### config.mk
export PLATFORM = sky130hd
export DESIGN_NAME = l2_line_client
export DESIGN_NICKNAME = d
export VERILOG_FILES = /design/src/rtl/l2_line_client_pkg.sv /design/src/rtl/l2_line_beat_buf.sv /design/src/rtl/l2_line_client.sv
export SDC_FILE = /design/constraint.sdc
export NUM_CORES = 2
export LEC_CHECK = 0
export CAP_MARGIN = 10
export CORE_AREA = 4 4 513 515
export CTS_CLUSTER_SIZE = 25
export DETAILED_ROUTE_END_ITERATION = 10
export DIE_AREA = 0 0 517 519
export PLACE_DENSITY = 0.47
export SETUP_SLACK_MARGIN = 0.4
export SLEW_MARGIN = 5
export SYNTH_ARGS = -nofsm -noshare
export SYNTH_HDL_FRONTEND = slang
export SYNTH_SLANG_ARGS = --single-unit
### constraint.sdc
create_clock -name clk -period 3.6 [get_ports clk]
set_input_delay 0.72 -clock clk [delete_from_list [all_inputs] [get_ports clk]]
set_output_delay 0.72 -clock clk [all_outputs]
set_load 0.02 [all_outputs]
### src/rtl/l2_line_client_pkg.sv
// Shared types and constants for the L2 line client: FSM states, beat geometry
// and memory request opcodes.
package l2_line_client_pkg;

    localparam int unsigned TAG_W       = 5;
    localparam int unsigned BEAT_W      = 128;
    localparam int unsigned BEATS       = 4;
    localparam int unsigned BEAT_IDX_W  = 2;
    localparam int unsigned LINE_ADDR_W = 12;
    localparam int unsigned LINE_W      = BEAT_W * BEATS;
    localparam int unsigned MEM_ADDR_W  = LINE_ADDR_W + BEAT_IDX_W;
    localparam int unsigned RW_W        = 2;

    localparam logic [RW_W-1:0] RW_LOAD4 = 2'b00;
    localparam logic [RW_W-1:0] RW_STORE = 2'b01;

    typedef enum logic [2:0] {
        IDLE    = 3'd0,
        RD_REQ  = 3'd1,
        RD_WAIT = 3'd2,
        WR_BEAT = 3'd3,
        RESP    = 3'd4
    } state_e;

endpackage

### src/rtl/l2_line_beat_buf.sv
// Four-entry beat register file: indexed write, whole-buffer clear, flat line read.
module l2_line_beat_buf
    import l2_line_client_pkg::*;
(
    input  logic                  clk,
    input  logic                  reset_n,
    input  logic                  clr,
    input  logic                  wr_en,
    input  logic [BEAT_IDX_W-1:0] wr_idx,
    input  logic [BEAT_W-1:0]     wr_data,
    output logic [LINE_W-1:0]     rd_line
);

    logic [BEAT_W-1:0] beat_q [BEATS];
    logic [BEAT_W-1:0] beat_d [BEATS];

    // Clear wins over a same-cycle write.
    always_comb begin
        for (int i = 0; i < BEATS; i++) begin
            beat_d[i] = beat_q[i];
            if (clr) begin
                beat_d[i] = '0;
            end else if (wr_en && (wr_idx == BEAT_IDX_W'(i))) begin
                beat_d[i] = wr_data;
            end
        end
    end

    always_ff @(posedge clk) begin
        for (int i = 0; i < BEATS; i++) begin
            if (!reset_n) begin
                beat_q[i] <= '0;
            end else begin
                beat_q[i] <= beat_d[i];
            end
        end
    end

    always_comb begin
        rd_line = '0;
        for (int i = 0; i < BEATS; i++) begin
            rd_line[i*BEAT_W +: BEAT_W] = beat_q[i];
        end
    end

endmodule

### src/rtl/l2_line_client.sv
// Splits 512-bit line reads/writes into four 128-bit memory beats; reads are
// reassembled by tag and reissued whole on a nack.
module l2_line_client
    import l2_line_client_pkg::*;
#(
    parameter logic [TAG_W-1:0] TAG_ID = 5'd0
) (
    input  logic                   clk,
    input  logic                   reset_n,

    input  logic                   line_req_val,
    output logic                   line_req_rdy,
    input  logic                   line_req_rw,
    input  logic [LINE_ADDR_W-1:0] line_req_addr,
    input  logic [LINE_W-1:0]      line_req_data,

    output logic                   line_resp_val,
    output logic [LINE_W-1:0]      line_resp_data,

    output logic                   mem_req_val,
    input  logic                   mem_req_rdy,
    output logic [RW_W-1:0]        mem_req_rw,
    output logic [MEM_ADDR_W-1:0]  mem_req_addr,
    output logic [BEAT_W-1:0]      mem_req_data,
    output logic [TAG_W-1:0]       mem_req_tag,

    input  logic                   mem_resp_val,
    input  logic                   mem_resp_nack,
    input  logic [BEAT_W-1:0]      mem_resp_data,
    input  logic [TAG_W-1:0]       mem_resp_tag
);

    state_e                  state_q, state_d;
    logic [BEAT_IDX_W-1:0]   beat_cnt_q, beat_cnt_d;
    logic [LINE_ADDR_W-1:0]  line_addr_q, line_addr_d;
    logic [LINE_W-1:0]       line_data_q, line_data_d;
    logic                    line_req_rdy_q, line_req_rdy_d;
    logic                    line_resp_val_q, line_resp_val_d;
    logic [LINE_W-1:0]       line_resp_data_q, line_resp_data_d;
    logic                    mem_req_val_q, mem_req_val_d;
    logic [RW_W-1:0]         mem_req_rw_q, mem_req_rw_d;
    logic [MEM_ADDR_W-1:0]   mem_req_addr_q, mem_req_addr_d;
    logic [BEAT_W-1:0]       mem_req_data_q, mem_req_data_d;

    logic                    buf_clr;
    logic                    buf_wr_en;
    logic [LINE_W-1:0]       buf_line;
    logic                    resp_hit;
    logic                    req_acc;
    logic                    mem_hs;

    assign resp_hit = mem_resp_val && (mem_resp_tag == TAG_ID);
    assign req_acc  = line_req_val && line_req_rdy_q;
    assign mem_hs   = mem_req_val_q && mem_req_rdy;

    l2_line_beat_buf u_beat_buf (
        .clk     (clk),
        .reset_n (reset_n),
        .clr     (buf_clr),
        .wr_en   (buf_wr_en),
        .wr_idx  (beat_cnt_q),
        .wr_data (mem_resp_data),
        .rd_line (buf_line)
    );

    // Next state; memory-side outputs are registered from the next-state view.
    always_comb begin
        state_d          = state_q;
        beat_cnt_d       = beat_cnt_q;
        line_addr_d      = line_addr_q;
        line_data_d      = line_data_q;
        line_resp_data_d = line_resp_data_q;
        buf_clr          = 1'b0;
        buf_wr_en        = 1'b0;

        case (state_q)
            IDLE: begin
                if (req_acc) begin
                    line_addr_d = line_req_addr;
                    line_data_d = line_req_data;
                    beat_cnt_d  = '0;
                    if (line_req_rw) begin
                        state_d = WR_BEAT;
                    end else begin
                        state_d = RD_REQ;
                        buf_clr = 1'b1;
                    end
                end
            end
            RD_REQ: begin
                if (mem_hs) begin
                    state_d = RD_WAIT;
                end
            end
            RD_WAIT: begin
                if (resp_hit) begin
                    if (mem_resp_nack) begin
                        beat_cnt_d = '0;
                        buf_clr    = 1'b1;
                        state_d    = RD_REQ;
                    end else begin
                        buf_wr_en  = 1'b1;
                        beat_cnt_d = beat_cnt_q + 2'd1;
                        if (beat_cnt_q == 2'd3) begin
                            // Last beat bypasses the buffer so the line is valid in RESP.
                            line_resp_data_d = buf_line;
                            line_resp_data_d[BEAT_W*(BEATS-1) +: BEAT_W] = mem_resp_data;
                            state_d = RESP;
                        end
                    end
                end
            end
            WR_BEAT: begin
                if (mem_hs) begin
                    beat_cnt_d = beat_cnt_q + 2'd1;
                    if (beat_cnt_q == 2'd3) begin
                        state_d = RESP;
                    end
                end
            end
            RESP: begin
                state_d = IDLE;
            end
            default: begin
                state_d = IDLE;
            end
        endcase

        mem_req_val_d   = (state_d == RD_REQ) || (state_d == WR_BEAT);
        mem_req_rw_d    = (state_d == WR_BEAT) ? RW_STORE : RW_LOAD4;
        mem_req_addr_d  = {line_addr_d, beat_cnt_d};
        mem_req_data_d  = line_data_d[BEAT_W*beat_cnt_d +: BEAT_W];
        line_req_rdy_d  = (state_d == IDLE);
        line_resp_val_d = (state_d == RESP);
    end

    always_ff @(posedge clk) begin
        if (!reset_n) begin
            state_q          <= IDLE;
            beat_cnt_q       <= '0;
            line_addr_q      <= '0;
            line_data_q      <= '0;
            line_req_rdy_q   <= 1'b1;
            line_resp_val_q  <= 1'b0;
            line_resp_data_q <= '0;
            mem_req_val_q    <= 1'b0;
            mem_req_rw_q     <= RW_LOAD4;
            mem_req_addr_q   <= '0;
            mem_req_data_q   <= '0;
        end else begin
            state_q          <= state_d;
            beat_cnt_q       <= beat_cnt_d;
            line_addr_q      <= line_addr_d;
            line_data_q      <= line_data_d;
            line_req_rdy_q   <= line_req_rdy_d;
            line_resp_val_q  <= line_resp_val_d;
            line_resp_data_q <= line_resp_data_d;
            mem_req_val_q    <= mem_req_val_d;
            mem_req_rw_q     <= mem_req_rw_d;
            mem_req_addr_q   <= mem_req_addr_d;
            mem_req_data_q   <= mem_req_data_d;
        end
    end

    assign line_req_rdy   = line_req_rdy_q;
    assign line_resp_val  = line_resp_val_q;
    assign line_resp_data = line_resp_data_q;
    assign mem_req_val    = mem_req_val_q;
    assign mem_req_rw     = mem_req_rw_q;
    assign mem_req_addr   = mem_req_addr_q;
    assign mem_req_data   = mem_req_data_q;
    assign mem_req_tag    = TAG_ID;

endmodule

==> metrics.txt <==
status=finished clean; Cell variety after synth=48; GRT Total Usage=0.194; vias=53000; Worst setup SP type=flip-flop; post-route ant nets=0; die area=roughly 270000 um^2; Max Clock Skew=between 70 and 80 ps; drt total wl=about 270 mm; Clock Latency Late Sink=about 840 ps; Worst slew margin=0.345; Mean Syn Cell Area=about 8.5 um^2; core area=259000 um^2; CP required=around 2900 ps; clk sinks=1557; pre-CTS setup slack=-148 ps; fin crit share=0.826; YS warnings=0; initial antenna violation count=76; worst vdd ir=about 0.44 mV; commonest non-fill, non-tap cell in the layout=nand2_1; max_cap viols=0; fillers=27000; final hold vios=0; Initial Util=0.222; Seq/Total Area, Yosys=0.543; largest fanout on the critical path=1; First-pass DRT Iterations=6; most frequent cells in the layout=2128 x nand2_1, 1556 x dfxtp_1, 1319 x clkdlybuf4s50_1; total congestion overflow=0; Reg-to-Reg End=mem_req_data[28]$_SDFF_PN0_; Crit path max-delay family=buffers and inverters; vias per cell=roughly 4.6; Reg area=slightly above 30000 um^2; IO Pins=1328; critical path endpoint category=primary output; root buf cell=clkbuf_16; Cell Rows=approximately 190; WL per Instance=around 24 um; DP Wirelength=208 mm; setup ws final=628 ps; chip height=around 520 um; Worst Tran Pin Value=~980 ps; Final Critical Period=between 2000 and 3000 ps; ys async rst share=0; nets@finish=8632; port buffer count=~1300; Lkg Pwr=roughly 28 nW; TritonCTS Buffers=between 150 and 200; hold path depth=2; remaining routing DRC violations=0; Mapped Area=about 57000 um^2; EDFF count, synth=0; Hold Crit Endpoint=line_resp_data[180]$_SDFFE_PN0P_; Synth Register Bits=about 1600; H-tree depth=4; hold path start=u_beat_buf.beat_q[0][180]$_SDFFE_PP0P_; buffers plus inverters on the worst setup path=1; RSZ-0062 raised after global routing=false; fmax=between 300 and 400 MHz; Syn Inst Count=6720; Worst Hold Class=reg2reg; first-pass GRT wire length=roughly 380 mm; max incr delay on CP=between 700 and 800 ps; Slew Viols, Final=0; CTS tree=yes; worst r2r src=state_q[0]$_SDFF_PN0_; Setup CP Type=reg2out; worst path cell trace=clkdlybuf4s50_1; Iteration-0 DRC Markers=between 4000 and 5000; Die X=between 500 and 600 um; largest net degree at the start of global routing=169; area of the multi-input gates=between 20000 and 25000 um^2; Final GP Congestion=roughly 0.88; register-to-register path setup slack=between 900 and 1000 ps; final setup vio count=0; Worst Path Arrival=between 2000 and 2500 ps; Top FF cell, synth=dfxtp_1; vias in the first global route=just over 50000; Area growth syn-to-layout=43.1%; Clock transition at path regs=roughly 60 ps; power per cell area=around 530 nW/um^2; layout cells sized above 1=0.0789; Max stage delay cell, worst path=clkdlybuf4s50_1; Final Power=roughly 44 mW; Bufs on Longest Clock Path=3; Reg2Reg Depth=7
## metrics by stage
step	TNS [ps]	hold WS (ps)	std cells	utilization	instance area, um^2
finish	0	416	11500	0.317	82100
global route	0	411	11500	0.317	82100
CTS	0	359	11500	0.317	82100
detailed placement	-26970	442	11200	0.294	76100
global placement	-65080	438	11200	0.294	76100
floorplan	0	432	6725	-	57400
## cell type report
class / count / area share
Antenna cell: 28 / 0.000853
Clock buffer: 263 / 0.0627
Clock inverter: 58 / 0.0101
Inverter: 4 / 0.000274
Multi-Input combinational cell: 4611 / 0.292
Sequential cell: 1557 / 0.380
Tap cell: 3402 / 0.0518
Timing Repair Buffer: 1614 / 0.203
## worst max path at each step
stage / start / to / slack (ps) / cells past startpoint
after floorplan: mem_resp_tag[3] / mem_req_data[15]$_SDFF_PN0_ / 900 / 7
after global placement: mem_resp_tag[3] / mem_req_data[104]$_SDFF_PN0_ / -200 / 10
after detailed placement: mem_resp_tag[3] / mem_req_data[104]$_SDFF_PN0_ / -150 / 10
after CTS: mem_req_addr[1]$_SDFF_PN0_ / mem_req_addr[1] / 540 / 1
after global routing: mem_req_data[66]$_SDFF_PN0_ / mem_req_data[66] / 610 / 1
final: mem_req_data[66]$_SDFF_PN0_ / mem_req_data[66] / 630 / 1
## repair_timing
item / 4_1_cts / 5_1_grt
gates resized for setup: 2 / 0
endpoints found under the setup margin: 2 / 0
buffers inserted: 0 / 0
hold endpoints to repair: 0 / 0
hold buffers: 0 / 0
## flip-flops by register name, summed over array words and instances (netlist names)
name               count
mem_req_data         128
line_addr_q           11
beat_cnt_q             1
state_q                3
line_resp_val          1
u_beat_buf.beat_q    384
mem_req_rw             1
line_resp_data       512
line_req_rdy           1
mem_req_val            1
line_data_q          512
mem_req_addr           2
## logic make-up (layout without fill, tap and decap cells)
| kind of cell | Yosys count | in the layout | share of synthesized area |
|---|---|---|---|
| adders and majority gates | 4 | 4 | 0.000872 |
| other | 1 | 34 | 0.0000654 |
| AOI/OAI and AO/OA | 1333 | 1333 | 0.134 |
| DFF | 1557 | 1557 | 0.543 |
| muxes | 500 | 500 | 0.0898 |
| and+or+nand+nor | 2768 | 2768 | 0.191 |
| buffers and inverters | 557 | 1939 | 0.0415 |
## worst reg2reg max path, cell delays in order, from the launching register on
cell and delay [ps]:
dfxtp_1 370, nand3b_1 350, a211o_1 490, o211ai_4 240
buf_12 200, buf_4 390, mux2_1 390, o32ai_1 140
## layer usage
metal,wire [um],up-vias,global-route usage
li1,-,25000,-
met1,116000,25600,0.245
met2,129000,1875,0.321
met3,19600,411,0.0461
met4,9610,48,0.0705
met5,335,-,0
## where the power goes
part	internal [mW]	switching, mW	total (mW)	leakage, nW
clock network	10.5	7.87	18.4	2.91
registers	18.2	0.378	18.6	12.6
logic	2.76	3.88	6.64	13.0
total	31.5	12.1	43.6	28.5
## Yosys cell counts, drive strengths merged, types with 86 or more instances
library cell | n | area, um^2
mux2i | 382 | 3820
clkbuf | 347 | 1300
a21oi | 1051 | 5260
o311ai | 86 | 753
nor3 | 89 | 445
and3 | 88 | 551
nand2 | 2134 | 8010
o32ai | 86 | 828
nor2 | 349 | 1320
dfxtp | 1557 | 31200
mux2 | 118 | 1330
buf | 206 | 1060
Note: power is estimated with default switching activity, not from simulation.
